### src/rtl/sum_pipe_pkg.sv
// sum_pipe_pkg: shared types and helpers for the sum_pipe datapath.
//   mode_e     : per-item operation (add / accumulate).
//   lane()     : extracts lane i (w bits wide) from a packed lane vector.
//   sat_trunc(): reduces a widened lane sum to w bits, wrapping or saturating.
// Helpers work on fixed maximum widths (W_MAX per lane, VEC_MAX per vector);
// callers zero-extend arguments and narrow results with size casts.
package sum_pipe_pkg;

  localparam int unsigned W_MAX     = 32;
  localparam int unsigned VEC_MAX   = 1024;
  localparam int unsigned SUM_MAX_W = W_MAX + 2;

  typedef enum logic {
    MODE_ADD = 1'b0,
    MODE_ACC = 1'b1
  } mode_e;

  function automatic logic [W_MAX-1:0] lane(input logic [VEC_MAX-1:0] vec,
                                            input int unsigned      i,
                                            input int unsigned      w);
    logic [VEC_MAX-1:0] sh;
    sh = vec >> (i * w);
    return sh[W_MAX-1:0];
  endfunction

  function automatic logic [W_MAX-1:0] sat_trunc(input logic [SUM_MAX_W-1:0] full_sum,
                                                 input int unsigned        w,
                                                 input bit                 sat);
    logic [SUM_MAX_W-1:0] lim;
    lim = (SUM_MAX_W'(1) << w) - SUM_MAX_W'(1);
    if (sat && (full_sum > lim)) return lim[W_MAX-1:0];
    return full_sum[W_MAX-1:0] & lim[W_MAX-1:0];
  endfunction

endpackage

### src/rtl/sum_pipe_if.sv
// sum_pipe_if: operand/result handshake bundle for sum_pipe.
//   in_valid/in_ready/in_a/in_b/in_mode : operand channel (source -> pipe)
//   out_valid/out_ready/out_sum/out_ovf : result channel  (pipe -> sink)
//   master : stimulus/sink side, slave : the pipe itself.
interface sum_pipe_if #(
  parameter int unsigned WIDTH = 4,
  parameter int unsigned LANES = 2
);
  logic                   in_valid;
  logic                   in_ready;
  logic [LANES*WIDTH-1:0] in_a;
  logic [LANES*WIDTH-1:0] in_b;
  logic                   in_mode;
  logic                   out_valid;
  logic                   out_ready;
  logic [LANES*WIDTH-1:0] out_sum;
  logic [LANES-1:0]       out_ovf;

  modport master (
    output in_valid, in_a, in_b, in_mode, out_ready,
    input  in_ready, out_valid, out_sum, out_ovf
  );

  modport slave (
    input  in_valid, in_a, in_b, in_mode, out_ready,
    output in_ready, out_valid, out_sum, out_ovf
  );
endinterface

### src/rtl/sum_lane.sv
// sum_lane: stage-2 arithmetic for one lane.
//   clk, rst : clock, synchronous active-high reset
//   load     : an item advances from s1 into s2 this cycle
//   acc_clr  : zero the accumulator at this edge
//   mode     : add or accumulate for the advancing item
//   a, b     : the advancing item's operands for this lane
//   sum, ovf : registered lane result and overflow flag
module sum_lane
  import sum_pipe_pkg::*;
#(
  parameter int unsigned WIDTH = 4,
  parameter bit          SAT   = 1'b0
) (
  input  logic             clk,
  input  logic             rst,
  input  logic             load,
  input  logic             acc_clr,
  input  mode_e            mode,
  input  logic [WIDTH-1:0] a,
  input  logic [WIDTH-1:0] b,
  output logic [WIDTH-1:0] sum,
  output logic             ovf
);

  localparam int unsigned FW = WIDTH + 2;

  logic [FW-1:0]    full;
  logic [WIDTH-1:0] res;
  logic [WIDTH-1:0] sum_q, sum_d;
  logic [WIDTH-1:0] acc_q, acc_d;
  logic             ovf_q, ovf_d;

  always_comb begin
    full  = FW'(a) + FW'(b) + ((mode == MODE_ACC) ? FW'(acc_q) : '0);
    res   = WIDTH'(sat_trunc(SUM_MAX_W'(full), WIDTH, SAT));
    sum_d = sum_q;
    ovf_d = ovf_q;
    acc_d = acc_q;
    if (load) begin
      sum_d = res;
      ovf_d = (full > FW'({WIDTH{1'b1}}));
      if (mode == MODE_ACC) acc_d = res;
    end
    // The advancing item already used the pre-clear acc in 'full';
    // the clear takes priority only for the stored value.
    if (acc_clr) acc_d = '0;
  end

  always_ff @(posedge clk) begin
    if (rst) begin
      sum_q <= '0;
      ovf_q <= 1'b0;
      acc_q <= '0;
    end else begin
      sum_q <= sum_d;
      ovf_q <= ovf_d;
      acc_q <= acc_d;
    end
  end

  assign sum = sum_q;
  assign ovf = ovf_q;

endmodule

### src/rtl/sum_pipe.sv
// sum_pipe: LANES-wide two-stage registered adder with valid/ready flow control.
//   clk     : rising-edge clock
//   rst     : synchronous active-high reset; drops all in-flight items
//   acc_clr : zero every lane accumulator at the next edge
//   bus     : operand and result channels (sum_pipe_if.slave)
// s1 captures operands; s2 (one sum_lane per lane) holds the result.
// in_ready is the only combinational input-to-output path (from out_ready).
// Limits: WIDTH <= W_MAX and LANES*WIDTH <= VEC_MAX from sum_pipe_pkg.
module sum_pipe
  import sum_pipe_pkg::*;
#(
  parameter int unsigned WIDTH = 4,
  parameter int unsigned LANES = 2,
  parameter int unsigned SAT   = 0
) (
  input  logic     clk,
  input  logic     rst,
  input  logic     acc_clr,
  sum_pipe_if.slave bus
);

  localparam int unsigned VW = LANES * WIDTH;

  logic          s1_valid_q, s1_valid_d;
  logic [VW-1:0] s1_a_q, s1_a_d;
  logic [VW-1:0] s1_b_q, s1_b_d;
  mode_e         s1_mode_q, s1_mode_d;
  logic          s2_valid_q, s2_valid_d;

  logic s2_accept;
  logic s1_adv;
  logic in_rdy;
  logic accept;

  always_comb begin
    s2_accept  = !s2_valid_q || bus.out_ready;
    s1_adv     = s1_valid_q && s2_accept;
    in_rdy     = !rst && (!s1_valid_q || s1_adv);
    accept     = bus.in_valid && in_rdy;

    // Accept and advance in the same cycle leaves s1 full with the new item.
    s1_valid_d = accept || (s1_valid_q && !s1_adv);
    s1_a_d     = s1_a_q;
    s1_b_d     = s1_b_q;
    s1_mode_d  = s1_mode_q;
    if (accept) begin
      s1_a_d    = bus.in_a;
      s1_b_d    = bus.in_b;
      s1_mode_d = mode_e'(bus.in_mode);
    end

    s2_valid_d = s1_adv || (s2_valid_q && !bus.out_ready);
  end

  always_ff @(posedge clk) begin
    if (rst) begin
      s1_valid_q <= 1'b0;
      s1_a_q     <= '0;
      s1_b_q     <= '0;
      s1_mode_q  <= MODE_ADD;
      s2_valid_q <= 1'b0;
    end else begin
      s1_valid_q <= s1_valid_d;
      s1_a_q     <= s1_a_d;
      s1_b_q     <= s1_b_d;
      s1_mode_q  <= s1_mode_d;
      s2_valid_q <= s2_valid_d;
    end
  end

  logic [WIDTH-1:0] lane_sum [LANES];
  logic             lane_ovf [LANES];

  for (genvar gi = 0; gi < LANES; gi++) begin : g_lane
    logic [WIDTH-1:0] a_l;
    logic [WIDTH-1:0] b_l;

    assign a_l = WIDTH'(lane(VEC_MAX'(s1_a_q), gi, WIDTH));
    assign b_l = WIDTH'(lane(VEC_MAX'(s1_b_q), gi, WIDTH));

    sum_lane #(
      .WIDTH (WIDTH),
      .SAT   (SAT != 0)
    ) u_lane (
      .clk     (clk),
      .rst     (rst),
      .load    (s1_adv),
      .acc_clr (acc_clr),
      .mode    (s1_mode_q),
      .a       (a_l),
      .b       (b_l),
      .sum     (lane_sum[gi]),
      .ovf     (lane_ovf[gi])
    );
  end

  logic [VW-1:0]    out_sum_w;
  logic [LANES-1:0] out_ovf_w;

  always_comb begin
    out_sum_w = '0;
    out_ovf_w = '0;
    for (int unsigned i = 0; i < LANES; i++) begin
      out_sum_w[i*WIDTH +: WIDTH] = lane_sum[i];
      out_ovf_w[i]                = lane_ovf[i];
    end
  end

  assign bus.in_ready  = in_rdy;
  assign bus.out_valid = s2_valid_q;
  assign bus.out_sum   = out_sum_w;
  assign bus.out_ovf   = out_ovf_w;

endmodule

### src/flat_wrapper.sv
// flat-port wrapper written by rule: the top's interface ports become plain ports
module sum_pipe_flat import sum_pipe_pkg::*;
#(
  parameter int unsigned WIDTH = 4,
  parameter int unsigned LANES = 2,
  parameter int unsigned SAT   = 0
)
  (clk, rst, acc_clr, bus_in_valid, bus_in_a, bus_in_b, bus_in_mode, bus_out_ready, bus_in_ready, bus_out_valid, bus_out_sum, bus_out_ovf);
  sum_pipe_if #(.WIDTH(WIDTH), .LANES(LANES)) bus_i ();
  input  logic clk;
  input  logic rst;
  input  logic acc_clr;
  input wire logic [$bits(bus_i.in_valid)-1:0] bus_in_valid;
  input wire logic [$bits(bus_i.in_a)-1:0] bus_in_a;
  input wire logic [$bits(bus_i.in_b)-1:0] bus_in_b;
  input wire logic [$bits(bus_i.in_mode)-1:0] bus_in_mode;
  input wire logic [$bits(bus_i.out_ready)-1:0] bus_out_ready;
  output wire logic [$bits(bus_i.in_ready)-1:0] bus_in_ready;
  output wire logic [$bits(bus_i.out_valid)-1:0] bus_out_valid;
  output wire logic [$bits(bus_i.out_sum)-1:0] bus_out_sum;
  output wire logic [$bits(bus_i.out_ovf)-1:0] bus_out_ovf;
  assign bus_i.in_valid = bus_in_valid;
  assign bus_i.in_a = bus_in_a;
  assign bus_i.in_b = bus_in_b;
  assign bus_i.in_mode = bus_in_mode;
  assign bus_i.out_ready = bus_out_ready;
  assign bus_in_ready = bus_i.in_ready;
  assign bus_out_valid = bus_i.out_valid;
  assign bus_out_sum = bus_i.out_sum;
  assign bus_out_ovf = bus_i.out_ovf;
  sum_pipe #(.WIDTH(WIDTH), .LANES(LANES), .SAT(SAT)) u_core (.clk(clk), .rst(rst), .acc_clr(acc_clr), .bus(bus_i));
endmodule
### config.mk
export PLATFORM = sky130hd
export DESIGN_NAME = sum_pipe_flat
export DESIGN_NICKNAME = d
export VERILOG_FILES = /design/src/rtl/sum_pipe_pkg.sv /design/src/rtl/sum_pipe_if.sv /design/src/rtl/sum_lane.sv /design/src/rtl/sum_pipe.sv /design/src/flat_wrapper.sv
export SDC_FILE = /design/constraint.sdc
export NUM_CORES = 1
export LEC_CHECK = 0
export CAP_MARGIN = 20
export CORE_AREA = 2 2 79 81
export DETAILED_ROUTE_END_ITERATION = 8
export DIE_AREA = 0 0 81 83
export HOLD_SLACK_MARGIN = 0.06
export PLACE_DENSITY = 0.62
export SLEW_MARGIN = 40
export SYNTH_ARGS = -nofsm -noshare
export SYNTH_HDL_FRONTEND = slang
export SYNTH_HIERARCHICAL = 1
export SYNTH_SLANG_ARGS = --single-unit
export TNS_END_PERCENT = 10
### constraint.sdc
create_clock -name clk -period 2.7 [get_ports clk]
set_input_delay 0.54 -clock clk [delete_from_list [all_inputs] [get_ports clk]]
set_output_delay 0.54 -clock clk [all_outputs]
set_load 0.1 [all_outputs]
Word level (Yosys, flattened, before mapping)

Cells that the tools add are included.

Add/sub/neg operators: 4
Magnitude comparators: 2
Mux-type cells: 2
Reduce and logical (&&, ||, !) cells: 16

Operators by type and width:

| operator             | count |
|---|---|
| $add A6 B4 Y6        | 2 |
| $gt A6 B4 Y1 const B | 2 |
| $add A4 B4 Y5        | 2 |
| $mux W4              | 2 |
| $logic_and A1 B1 Y1  | 5 |
| $logic_not A1 Y1     | 5 |
| $logic_or A1 B1 Y1   | 4 |
| $reduce_and A2 Y1    | 1 |
| $reduce_or A2 Y1     | 1 |

Register bits: 37
Bits of input ports: 22
Output and inout port bits: 12
Word-level logic and storage cells: 35

Logic depth before layout (Yosys ltp)

Depth in word-level cells: 7
Depth in mapped cells: 8

Cells and area by module

Netlist, hierarchy kept.

By module, submodules not included:

| module   | times used | cells each | area each (um^2) | sequential area each (um^2) |
|---|---|---|---|---|
| sum_lane | 2          | 56         | 584.3            | 180.2 |
| sum_pipe | 1          | 66         | 803.3            | 380.4 |

Worst setup path before layout

Ideal clock, no wire load.

Kind: reg-to-output
Start: register u_core.s2_valid_q (netlist: u_core/bus.out_valid)
End: output port bus_in_ready
Data arrival time: 2.273 ns
Required time: 2.160 ns
Slack: -0.113 ns
Cell stages (with the launch flop): 3
Path buffers: 0
Cells stage by stage: dfxtp_1 and3b_1 nor2_1

Word-level cells in the longest chain between the ends: 5

Ends and longest elaborated chain:

| item                     | line               | source |
|---|---|---|
| start: declaration       | sum_pipe.sv:28     | `logic s2_valid_q, s2_valid_d;` |
| start signal: assignment | sum_pipe.sv:67     | `s2_valid_q <= s2_valid_d;` |
| $logic_not A1 Y1         | sum_pipe.sv:36     | `s2_accept = !s2_valid_q \|\| bus.out_ready;` |
| $logic_or A1 B1 Y1       | sum_pipe.sv:36     |  |
| $logic_and A1 B1 Y1      | sum_pipe.sv:37     | `s1_adv = s1_valid_q && s2_accept;` |
| $logic_or A1 B1 Y1       | sum_pipe.sv:38     | `in_rdy = !rst && (!s1_valid_q \|\| s1_adv);` |
| $logic_and A1 B1 Y1      | sum_pipe.sv:38     |  |
| end: declaration         | flat_wrapper.sv:18 | `output wire logic [$bits(bus_i.in_ready)-1:0] bus_in_ready;` |

No other way between the ends.

Worst setup path after layout

Start: register u_core.s1_mode_q
End: register u_core.g_lane[1].u_lane.ovf_q

Word-level cells in the longest chain between the ends: 3

Ends and longest elaborated chain:

| item                     | line           | source |
|---|---|---|
| start: declaration       | sum_pipe.sv:27 | `mode_e s1_mode_q, s1_mode_d;` |
| start signal: assignment | sum_pipe.sv:66 | `s1_mode_q <= s1_mode_d;` |
| $mux W4                  | sum_lane.sv:34 | `full = FW'(a) + FW'(b) + ((mode == MODE_ACC) ? FW'(acc_q) : '0);` |
| $add A6 B4 Y6            | sum_lane.sv:34 |  |
| $gt A6 B4 Y1             | sum_lane.sv:41 | `ovf_d = (full > FW'({WIDTH{1'b1}}));` |
| end signal: assignment   | sum_lane.sv:56 | `ovf_q <= ovf_d;` |
| end: declaration         | sum_lane.sv:31 | `logic ovf_q, ovf_d;` |

No other way between the ends.
A chain may end at the register's enable or synchronous reset.

==> metrics <==
Required @ worst endpoint=between 2 and 3 ns; Iteration-0 DRC Markers=27; dpl cells=roughly 280; die width=between 80 and 90 um; leading area contributor after synthesis=dfxtp_1; mean post-synth cell area=11.1 um2; Syn Nets=216; Data arrival, critical path=roughly 2.7 ns; Comb power frac=23.6%; status=completed; synthesized flop and latch total=37; Worst Setup Slack, final=just over 0.2 ns; Yosys Warn Count=6; clock power share=30.1%; Post-Place Worst Slack=0.180 ns; Critical Path Source Type=register; num rows=28; CTS max path bufs=2; Starting Density=33.9%; final period utilization=92.4%; worst slew pin tran=0.521 ns; I/O Pins=34; fmax=0.401 GHz; Num CTS Buffers=5; GR Overflow Total=0; Post-synth top cells=dfxtp_1, nor2b_1, inv_1, mux2i_1, nor2_1; DRT Pass-1 Iters=4; count leader, synth=dfxtp_1; post-synthesis sequential area ratio=37.6%; synth top area cells=dfxtp_1, fa_1, mux2_4; Layout area overhead=23.7%; number of synthesized flops with an enable pin=0; Reg clk slew, reported paths=0.07 ns; CTS tree=done; setup violators final=0; hold_buf cts=0; Pins Over Slew Limit=0; Detail Route Antenna Nets=0; clock sink count=37; Syn Inst Count=178; number of distinct library cells after synthesis=29; Area after DPL=~2400 um2; Leak Pwr=1.09 nW; via count=~1300; nets=roughly 250; Switch Pwr=386 uW; antenna violations before repair=0; fin util=42.0%; Die Height=83 um; crit path capture type=register; critical path fanouts, max=13; largest net degree at the start of global routing=38; PwrDens=about 530 nW/um2; Hold/Removal Path Class=register to register; cells resized by post-CTS repair=0; Switching Share=29.8%; Mapped Area=a little under 2000 um2; setup TNS=0 ns; buffer count from post-CTS setup fixing=0; Die ar.=6720 um2; maximum VDD drop=296 uV; Overall Global Routing Usage=11.4%; MaxCap Viol Count=0; H-tree depth=2; Finished Layout Cells=290; antenna cell count=0; first-pass GRT wire length=about 6000 um; routability cong.=~0.75; final hold slack=a little under 0.5 ns; Vias/cell=4.47; unrepaired setup endpoints after global routing=no; Reg power frac=~46%; post-synth top area share=37.6%; internal power of the cells=911 uW; post-DP HPWL=2500 um; DR WL/cell=12.0 um; share of cells above drive strength 1=around a quarter; ys async rst share=0%; endpoints failing hold=0; Relative slew margins=65.1%; vias in the first global route=approximately 1300; Root Buffer=clkbuf_8; number of fillers in the final layout=605; Crit Path Category=register to register; Primary FF master, synth=dfxtp_1; Worst Skew=approximately 0.0039 ns; drc violations=0; drt total wl=approximately 3500 um; Tmin final=approximately 2.5 ns; Layout Cell Area excl Fill=2440 um2; Port Buf Inserts=33; core footprint=5820 um2; total power=~1.3 mW; Clk Latency, worst-skew pair=between 0.2 and 0.3 ns
worst max-delay path, cell delays in order (launching register included):
cell and delay [ns]:
dfxtp_1 0.56, nand2_1 0.13, fa_1 0.49, inv_1 0.04, ha_1 0.22, fa_1 0.44, nor4b_4 0.26, nand3_1 0.09
nor3b_2 0.15
routing by layer:
metal  part of all wire (%)  up-vias  GRT usage, %
met5                      0        -             0
met4                    1.9        0          4.62
met3                    5.5        5          3.48
met2                     44       29          17.2
met1                     49      602          15.1
li1                       -      661             -
sequential cells by signal, indices dropped and copies added (netlist names):
signal and count:
u_core/g_lane.u_lane/acc_q 8, u_core/g_lane.u_lane/sum 8, u_core/s1_a_q 8, u_core/s1_b_q 8
u_core/g_lane.u_lane/ovf 2, u_core/bus.out_valid 1, u_core/s1_mode_q 1, u_core/s1_valid_q 1
logic make-up (layout without fill, tap and decap cells):
kind of cell	Yosys count	in the layout	synth area share (%)
multiplexers	29	29	17.7
flip-flops	37	37	37.6
AO/OA/AOI/OAI	12	12	3.93
adder cells (fa/ha/maj)	16	16	14.0
buffers and inverters	23	60	6.34
XOR/XNOR	2	2	0.888
AND/OR/NAND/NOR	59	59	19.6
placed cells by master (no fill, tap or decap), drive strengths merged, types with 4 or more instances in the layout:
cell type      synthesis  final
dfxtp                 37     37
inv                   15     15
mux2                  17     17
clkdlybuf4s50          0     21
and2                   4      4
a21oi                  5      5
fa                    10     10
nor2b                 19     19
mux2i                 12     12
clkbuf                 4      7
buf                    4     17
nand2                  6      6
nor2                  12     12
ha                     6      6
nor3                   6      6
power groups by stage:
stage / Clock, mW / Combinational [mW] / Sequential, mW
finish: 0.391 / 0.306 / 0.600
global route: 0.424 / 0.333 / 0.604
CTS: 0.406 / 0.311 / 0.600
detailed placement: 0 / 0.309 / 0.613
global placement: 0 / 0.309 / 0.612
floorplan: 0 / 0.152 / 0.685
worst paths after layout:
check | slack [ns] | cells after the start | start | end
max | 0.20 | 8 | u_core/s1_mode_q | u_core/g_lane[1].u_lane/ovf
min | 0.49 | 2 | u_core/g_lane[1].u_lane/sum[3] | u_core/g_lane[1].u_lane/sum[3]
max reg2reg | 0.20 | 8 | u_core/s1_mode_q | u_core/g_lane[1].u_lane/ovf
min reg2reg | 0.49 | 2 | u_core/g_lane[1].u_lane/sum[3] | u_core/g_lane[1].u_lane/sum[3]
area by class of cell:
cell class	instances	area (um2)	share of cell area [%]
Inverter	15	56.3	2.31
Tap cell	75	93.8	3.85
Sequential cell	37	741	30.4
Timing Repair Buffer	38	350	14.4
Multi-Input combinational cell	118	1110	45.6
Clock buffer	7	86.3	3.54
No activity file was read; power rests on OpenSTA's default activity.
